**src/rtl/ttt_move_arbiter.sv**
```systemverilog
// ttt_move_arbiter: front-end move controller for the tic-tac-toe core.
// Synchronises and debounces the nine cell buttons, turns press edges into
// one legal move, offers it over valid/ready and tracks whose turn it is,
// including a forfeit-on-timeout turn timer.
module ttt_move_arbiter #(
    parameter int unsigned DEBOUNCE_CYCLES = 4,
    parameter int unsigned TIMEOUT_CYCLES  = 1000
) (
    input  logic       clock,
    input  logic       reset,
    input  logic [8:0] buttons,
    input  logic [8:0] occupied,
    input  logic       enable,
    input  logic       new_game,
    output logic       move_valid,
    output logic [3:0] move_cell,
    output logic [8:0] move_onehot,
    output logic       move_player,
    input  logic       move_ready,
    output logic       rejected,
    output logic       timeout
);

    typedef enum logic [1:0] {
        IDLE     = 2'd0,
        OFFER    = 2'd1,
        WAIT_REL = 2'd2
    } state_t;

    localparam logic [7:0]  DB_LIMIT   = 8'(DEBOUNCE_CYCLES);
    // Only meaningful when the timer is on; a zero timeout wraps here harmlessly.
    localparam logic [19:0] TIMER_LAST = 20'(TIMEOUT_CYCLES - 1);
    localparam bit          TIMER_ON   = (TIMEOUT_CYCLES != 0);

    logic [8:0]  sync1_q, sync2_q;
    logic [8:0]  db_q, db_d, db_prev_q;
    logic [8:0]  press_evt_q;
    logic [7:0]  cnt_q [9];
    logic [7:0]  cnt_d [9];

    state_t      state_q, state_d;
    logic [3:0]  cell_q, cell_d;
    logic        player_q, player_d;
    logic [19:0] timer_q, timer_d;

    logic [8:0]  legal;
    logic [3:0]  pick;

    assign legal = press_evt_q & ~occupied;

    // Per-button stability counters: db follows sync once it has differed long enough.
    // NOTE: every variable written here gets a default first, so no path can infer a latch.
    always_comb begin
        db_d = db_q;
        for (int i = 0; i < 9; i++) begin
            cnt_d[i] = '0;
            if (sync2_q[i] != db_q[i]) begin
                if (cnt_q[i] == DB_LIMIT) begin
                    db_d[i] = sync2_q[i];
                end else begin
                    cnt_d[i] = cnt_q[i] + 8'd1;
                end
            end
        end
    end

    // Synchroniser, debounce state and one-cycle press-edge register.
    // NOTE: clocked state uses non-blocking (<=) so every flop samples pre-edge values.
    always_ff @(posedge clock) begin
        if (reset) begin
            sync1_q     <= '0;
            sync2_q     <= '0;
            db_q        <= '0;
            db_prev_q   <= '0;
            press_evt_q <= '0;
            // NOTE: the counter array is a handful of flops, not a RAM, so it is reset with everything else.
            for (int i = 0; i < 9; i++) begin
                cnt_q[i] <= '0;
            end
        end else begin
            sync1_q     <= buttons;
            sync2_q     <= sync1_q;
            db_q        <= db_d;
            db_prev_q   <= db_q;
            press_evt_q <= db_q & ~db_prev_q;
            cnt_q       <= cnt_d;
        end
    end

    // Lowest-index legal cell wins when several presses arrive together.
    always_comb begin
        pick = 4'd0;
        for (int i = 8; i >= 0; i--) begin
            if (legal[i]) begin
                pick = 4'(i);
            end
        end
    end

    // Move FSM next state, player/timer updates and the rejected/timeout pulses.
    always_comb begin
        state_d  = state_q;
        cell_d   = cell_q;
        player_d = player_q;
        timer_d  = timer_q;
        rejected = 1'b0;
        timeout  = 1'b0;

        case (state_q)
            IDLE: begin
                if (enable) begin
                    rejected = |(press_evt_q & occupied);
                    if (|legal) begin
                        // A legal press beats a timeout landing in the same cycle.
                        cell_d  = pick;
                        state_d = OFFER;
                    end else if (TIMER_ON) begin
                        if (timer_q == TIMER_LAST) begin
                            timeout  = 1'b1;
                            player_d = ~player_q;
                            timer_d  = '0;
                        end else begin
                            timer_d = timer_q + 20'd1;
                        end
                    end
                end
            end
            OFFER: begin
                if (!enable) begin
                    // Offer withdrawn; the turn stays with the same player.
                    state_d = IDLE;
                end else if (move_ready) begin
                    player_d = ~player_q;
                    timer_d  = '0;
                    state_d  = WAIT_REL;
                end
            end
            WAIT_REL: begin
                if (db_q == '0) begin
                    state_d = IDLE;
                end
            end
            default: state_d = IDLE;
        endcase

        if (!enable) begin
            timer_d = '0;
        end

        // A fresh game overrides any handshake or timeout in the same cycle.
        if (new_game) begin
            state_d  = WAIT_REL;
            player_d = 1'b0;
            timer_d  = '0;
            timeout  = 1'b0;
        end
    end

    // Move FSM state, latched cell, current player and turn timer.
    always_ff @(posedge clock) begin
        if (reset) begin
            state_q  <= IDLE;
            cell_q   <= '0;
            player_q <= 1'b0;
            timer_q  <= '0;
        end else begin
            state_q  <= state_d;
            cell_q   <= cell_d;
            player_q <= player_d;
            timer_q  <= timer_d;
        end
    end

    assign move_valid  = (state_q == OFFER);
    assign move_cell   = cell_q;
    assign move_onehot = move_valid ? (9'd1 << cell_q) : 9'd0;
    assign move_player = player_q;

endmodule
```
**config.mk**
```make
export PLATFORM = sky130hd
export DESIGN_NAME = ttt_move_arbiter
export DESIGN_NICKNAME = d
export VERILOG_FILES = /design/src/rtl/ttt_move_arbiter.sv
export SDC_FILE = /design/constraint.sdc
export NUM_CORES = 1
export LEC_CHECK = 0
export ABC_CLOCK_PERIOD_IN_PS = 2700
export CORE_UTILIZATION = 45
export DETAILED_ROUTE_END_ITERATION = 16
export DONT_BUFFER_PORTS = 1
export SLEW_MARGIN = 25
export SYNTH_ARGS = -nofsm -noshare
export SYNTH_HDL_FRONTEND = slang
export SYNTH_SLANG_ARGS = --single-unit
```
**constraint.sdc**
```tcl
create_clock -name clock -period 2.7 [get_ports clock]
set_clock_uncertainty 0.2 [all_clocks]
set_input_delay 0.54 -clock clock [delete_from_list [all_inputs] [get_ports clock]]
set_output_delay 0.54 -clock clock [all_outputs]
set_load 0.03 [all_outputs]
```
==> results of run 1 <==
## synth_stat cells, drive strengths merged (2+ instances only)
library cell and instances:
a211oi 3, a21oi 24, a31oi 2, and3 28
buf 3, clkbuf 11, dfxtp 144, ha 19
inv 25, mux2i 10, nand2 35, nand2b 10
nand3 55, nand4 8, nor2 102, nor2b 45
nor3 11, nor4 7, nor4b 5, nor4bb 4
o211ai 2, o21ai 7, o31a 2, o31ai 13
or2 3, or3 10, or4 17, xnor2 23
xor2 41
## stage by stage
stage | instance area, um^2 | util, % | power (W) | setup WS, ns
after global placement | 6420 | 48.5 | 0.00227 | 0.0178
final | 7040 | 53.1 | 0.00445 | -0.207
after CTS | 7030 | 53.1 | 0.00450 | -0.235
after floorplan | 6140 | - | 0.00226 | -0.105
after global routing | 7040 | 53.1 | 0.00462 | -0.276
after detailed placement | 6420 | 48.5 | 0.00228 | 0.0124
## what timing repair did
item,4_1_cts,5_1_grt
hold buffers,2,0
resized for setup,5,2
pin swaps,1,0
hold endpoints to repair,40,0
setup endpoints to repair,1,1
## kinds of logic after synthesis
logic type | Yosys count | synth area share [%]
buffers and inverters | 39 | 2.66
muxes | 10 | 1.63
adders and majority gates | 19 | 3.88
and+or+nand+nor | 343 | 29.1
xor gates and xnor gates | 64 | 9.15
DFF | 144 | 47.1
AOI/OAI and AO/OA | 60 | 6.48
## final cells by class
| cell class | instances | area [um^2] |
|---|---|---|
| Sequential cell | 144 | 2890 |
| Tap cell | 176 | 220 |
| Clock buffer | 18 | 429 |
| Timing Repair Buffer | 18 | 166 |
| Clock inverter | 14 | 133 |
| Multi-Input combinational cell | 496 | 3110 |
| Fill cell | 1286 | 6210 |
| Inverter | 25 | 93.8 |
## where the power goes
group / leakage [nW] / total, W / switching (W) / internal (W)
Clock: 0.268 / 0.00221 / 0.000927 / 0.00128
Sequential: 1.17 / 0.00216 / 0.0000128 / 0.00214
Combinational: 1.17 / 0.0000858 / 0.0000503 / 0.0000355
Total: 2.61 / 0.00445 / 0.000990 / 0.00346
## worst max path at each step
stage	from	endpoint	cells past startpoint
floorplan	occupied[1]	timeout	5
global placement	occupied[0]	timeout	5
detailed placement	occupied[0]	timeout	5
CTS	timer_q[10]	timeout	4
global route	timer_q[11]	timeout	4
finish	timer_q[10]	timeout	4
## critical path, delay by kind of cell (launching register included)
kind | cells | cell delay, ns
buffers and inverters | 1 | 0.16
DFF | 1 | 0.33
and+or+nand+nor | 3 | 1.26
## state kept, by name, summed over array words and instances, names as in the netlist
name,flops
cnt_q,72
timer_q,20
db_prev_q,9
db_q,9
press_evt_q,9
sync1_q,9
sync2_q,9
move_cell,4
state_q,2
move_player,1
## cell usage in the layout, fill, tap and decap left out, types with 5 or more instances in the layout
master,count
mux2i_1,10
nor2b_1,44
inv_6,5
nor4_1,6
inv_1,25
xor2_1,41
or4_1,14
and3_1,28
or3_1,9
clkbuf_16,17
buf_4,14
nor2_1,102
a21oi_1,24
ha_1,18
nand3_1,55
nand2_1,35
nand4_1,8
dfxtp_1,142
xnor2_1,23
o31ai_1,13
nand2b_1,10
nor3_1,11
o21ai_0,6
nor4b_1,5
## layer usage
layer | GRT usage [%] | vias up | wire, um
met2 | 30.3 | 84 | 5810
met5 | 0 | - | 0
li1 | - | 2394 | -
met4 | 6.88 | 0 | 156
met3 | 5.69 | 14 | 452
met1 | 22.1 | 2162 | 5580
==> impl_metrics.csv, run 1 <==
group,metric,value,unit
routing,routedWlPerCell,13.5,um
routing,drc,0,
worst_setup_path,crit_path_top_delay_cell,"or4_4",
logic_synthesis,syn_area,0.00612,mm^2
logic_synthesis,synthTopCellsByArea,"dfxtp_1 47%, nor2_1 6.3%, xor2_1 5.9%, nand3_1 4.5%, nor2b_1 4.5%",
logic_synthesis,synth-seq-area-share,47.1,%
finish,area_growth,14.9,%
worst_setup_path,cp_cell_sequence,"or4_4 -> or4_4 -> nor4_4 -> buf_6",
cts,numCtsBuffers,17,
grt,grt_pass1_vias,4371,
worst_hold_path,holdPathStages,1,
timing,relSlewSlack,62.1,%
flow_run,maxCapViolations,0,
finish,finish.net_count,744,
floorplanning,rows,42,
worst_setup_path,startpoint_type,"register",
grt,grt_start_max_net_pins,41,
logic_synthesis,syn_inst,679,
cts,cts_tree,"done",
finish,drive_gt1_share,8.67,%
logic_synthesis,syn_avg_cell_area,9.02,um^2
floorplanning,start_util,46.2,%
logic_synthesis,yosys.area.top_type,"dfxtp_1",
grt,grt_pass1_wl,20300,um
timing,worstMarginPinSlew,0.564,ns
timing,fin_crit_sh,108,%
grt,grt_usage,18.3,%
cts,clock_path_buffers,2,
routing,via_count,4654,
worst_setup_path,cp-end-kind,"primary output",
placement,gp_congestion,0.804,
timing,fin_tns_setup,-0.207,ns
worst_setup_path,reg2regPathDepth,5,
placement,portBuffers,0,
worst_setup_path,r2r-end,"timer_q[14]",
timing,whs,0.0465,ns
logic_synthesis,synth_ff_type,"dfxtp_1",
worst_setup_path,reg2reg_from,"press_evt_q[0]",
floorplanning,core_area,0.0132,mm^2
routing,vias_per_cell,5.22,
worst_setup_path,path_class,"reg2out",
logic_synthesis,ys_ff_latch,144,
cts,cts-htree-levels,4,
grt,overflow,0,
routing,drt_wl_total,12000,um
timing,maxSlewViolCount,0,
timing,hold_violations,0,
worst_setup_path,slowest_delay,0.53,ns
worst_setup_path,required,1.96,ns
routing,ant_nets,0,
placement,post-place-cells,857,
timing,fin_crit,2.91,ns
cts,post_cts_buffers,0,
floorplanning,die_height,119,um
worst_setup_path,cp.arrival,2.17,ns
logic_synthesis,ys_warn_count,0,
floorplanning,ios,40,
worst_hold_path,min_to,"state_q[0]",
logic_synthesis,async_flop_share,0,%
power,power_density,632,mW/mm^2
finish,fin_cells,891,
grt,antenna_found_initial,0,
worst_setup_path,r2r_slack,0.22,ns
cts,clk_latency,0.42,ns
floorplanning,dieArea,0.0141,mm^2
placement,hpwl,8530,um
timing,fin_ws,-0.207,ns
logic_synthesis,synth_cell_types,45,
worst_setup_path,path_common_cell,"or4_4",
timing,max_freq,0.344,GHz
worst_setup_path,critPathMaxFanout,4,
worst_hold_path,hold_path_class,"in2reg",
cts,clk_pin_slew,0.06,ns
worst_hold_path,hp-start,"move_ready",
logic_synthesis,synth.top_cell.area_share,47.1,%
timing,rsz0062_at_grt,"yes",
power,ir_drop,526,uV
routing,drt-initial-drc-count,289,
logic_synthesis,synth_edf_count,0,
power,leakage,2.61,nW
floorplanning,fp.dieW,119,um
routing,drt_pass1_iterations,5,
logic_synthesis,synth_nets,721,
cts,clockRootBuffer,"clkbuf_16",
timing,setup_viol,1,
cts,cts_sinks,144,
outcome,violations,"setup timing",
finish,diodes,0,
outcome,outcome,"finished, violations left",
Note: power is estimated with default switching activity, not from simulation.
==> run 2: changes to the inputs <==
--- a/config.mk
+++ b/config.mk
@@ -6,9 +6,13 @@
 export NUM_CORES = 1
 export LEC_CHECK = 0
 export ABC_CLOCK_PERIOD_IN_PS = 2700
+export CELL_PAD_IN_SITES_DETAIL_PLACEMENT = 0
+export CELL_PAD_IN_SITES_GLOBAL_PLACEMENT = 1
 export CORE_UTILIZATION = 45
+export CTS_BUF_LIST = sky130_fd_sc_hd__clkbuf_4 sky130_fd_sc_hd__clkbuf_8
 export DETAILED_ROUTE_END_ITERATION = 16
 export DONT_BUFFER_PORTS = 1
+export PLACE_DENSITY_LB_ADDON = 0.1
 export SLEW_MARGIN = 25
 export SYNTH_ARGS = -nofsm -noshare
 export SYNTH_HDL_FRONTEND = slang
==> impl_metrics.csv, run 2 (synthesis results as in run 1) <==
group,metric,value,unit
grt,antenna_found_initial,0,
power,leakage,2.56,nW
worst_hold_path,hold_path_class,"in2reg",
placement,portBuffers,0,
cts,clockRootBuffer,"clkbuf_8",
timing,fin_crit_sh,111,%
finish,top_regs,"cnt_q x72, timer_q x20",
power,power_density,582,mW/mm^2
grt,grt_usage,18.4,%
placement,pre_cts_slack,-0.0161,ns
worst_setup_path,r2r_slack,0.21,ns
cts,clock_path_buffers,2,
finish,final_common_cell,"dfxtp_1",
finish,fin_util,52.4,%
worst_setup_path,cp_cell_sequence,"or4_4 -> or4_4 -> nor4_4 -> buf_6",
worst_setup_path,cp_top_family,"simple AND/OR/NAND/NOR gates",
flow_run,maxCapViolations,0,
timing,fin_tns_setup,-0.289,ns
timing,relSlewSlack,62.8,%
finish,finish.net_count,746,
finish,largest_reg_flops,72,
timing,worstMarginPinSlew,0.553,ns
placement,hpwl,8330,um
worst_setup_path,slowest_delay,0.52,ns
worst_setup_path,required,1.96,ns
finish,area_growth,13.3,%
cts,numCtsBuffers,17,
finish,fillCellCount,1243,
worst_setup_path,path_class,"reg2out",
floorplanning,fp.dieW,119,um
grt,grt_pass1_vias,4497,
outcome,violations,"setup timing",
finish,drive_gt1_share,9.62,%
floorplanning,die_height,119,um
routing,vias_per_cell,5.16,
grt,grt_pass1_wl,20800,um
routing,drt-initial-drc-count,209,
timing,fin_crit,2.99,ns
cts,cts_tree,"done",
worst_setup_path,crit_path_top_delay_cell,"or4_4",
cts,cts_sinks,144,
timing,setup_viol,1,
timing,maxSlewViolCount,0,
placement,gp_congestion,0.798,
routing,drt_pass1_iterations,4,
worst_setup_path,critPathMaxFanout,7,
timing,fin_ws,-0.289,ns
worst_setup_path,crit_buf_inv,1,
routing,routedWlPerCell,13.3,um
worst_setup_path,startpoint_type,"register",
finish,final_cell_mix,"140 x dfxtp_1, 99 x nor2_1, 55 x nand3_1",
routing,drc,0,
outcome,outcome,"finished, violations left",
floorplanning,rows,42,
routing,via_count,4609,
cts,clk_latency,0.44,ns
worst_setup_path,cp-end-kind,"primary output",
finish,top_register,"cnt_q",
cts,cts-htree-levels,4,
routing,drt_wl_total,11900,um
timing,rsz0062_at_grt,"yes",
finish,diodes,0,
grt,grt_start_max_net_pins,42,
power,ir_drop,304,uV
cts,clk_pin_slew,0.08,ns
routing,ant_nets,0,
worst_setup_path,cp.arrival,2.25,ns
timing,max_freq,0.335,GHz
floorplanning,start_util,46.2,%
floorplanning,core_area,0.0132,mm^2
worst_setup_path,path_common_cell,"or4_4",
floorplanning,ios,40,
grt,overflow,0,
timing,hold_violations,0,
floorplanning,dieArea,0.0141,mm^2
-- run 2: changes by cell type in the layout (fill, tap and decap cells not counted), moves of 2 or more --
cell | previous run | this run
clkinv_4 | 3 | 0
clkbuf_16 | 17 | 0
nor2_2 | 0 | 3
dlygate4sd3_1 | 1 | 3
dfxtp_1 | 142 | 140
clkinv_2 | 2 | 4
inv_6 | 5 | 0
clkbuf_8 | 0 | 21
nor2_1 | 102 | 99
dfxtp_2 | 2 | 4
bufinv_16 | 1 | 3
-- run 2: worst paths after layout --
path                       start        endpoint  cells past startpoint
hold reg to reg     db_prev_q[5]  press_evt_q[5]                      1
hold / removal        buttons[6]      sync1_q[6]                      1
setup / recovery     timer_q[11]         timeout                      4
setup reg to reg  press_evt_q[1]      timer_q[7]                      5
-- run 2: worst reg2reg max path: stages, from the launching register on --
cell     delay (ns)
dfxtp_1        0.31
nor2b_1        0.16
or4_4          0.55
o31a_4         0.50
or4_1          0.55
a21oi_1        0.15
-- run 2: area by class of cell --
cell class                 count  area (um^2)  share of cell area [%]
clock buffer                  22          297                    4.27
clock inverter                10          133                    1.91
inverter                      25         93.8                    1.35
multi-input combinational    496         3130                    45.1
sequential                   144         2890                    41.6
tap                          176          220                    3.17
timing repair buffer          20          174                    2.51
-- run 2: what timing repair did --
| action | in CTS | in global routing |
|---|---|---|
| hold buffers | 4 | 0 |
| setup endpoints to repair | 1 | 3 |
| resized for setup | 6 | 8 |
| buffers inserted | 0 | 0 |
| endpoints found under the hold margin | 42 | 0 |
-- run 2: power by group --
part / switching [W] / internal (W)
Sequential: 0.0000127 / 0.00214
Combinational: 0.0000509 / 0.0000361
Clock: 0.000780 / 0.00102
-- run 2: stage by stage --
step / cell area, um^2 / power, W / hold slack, ns / std cells
floorplan: 6140 / 0.00226 / 0.167 / 679
global placement: 6410 / 0.00227 / 0.172 / 857
detailed placement: 6410 / 0.00227 / 0.172 / 857
CTS: 6910 / 0.00410 / 0.000721 / 893
global route: 6940 / 0.00421 / 0.00256 / 893
finish: 6940 / 0.00404 / 0.0321 / 893
-- run 2: per-layer routing --
metal / wire length [um] / share of wire [%] / up-vias / track usage (%)
met4: 244 / 2.0 / 0 / 8.23
met5: 0 / 0 / - / 0
met1: 5680 / 48 / 2141 / 21.6
met2: 5570 / 47 / 59 / 31.3
met3: 427 / 3.6 / 20 / 5.07
li1: - / - / 2389 / -
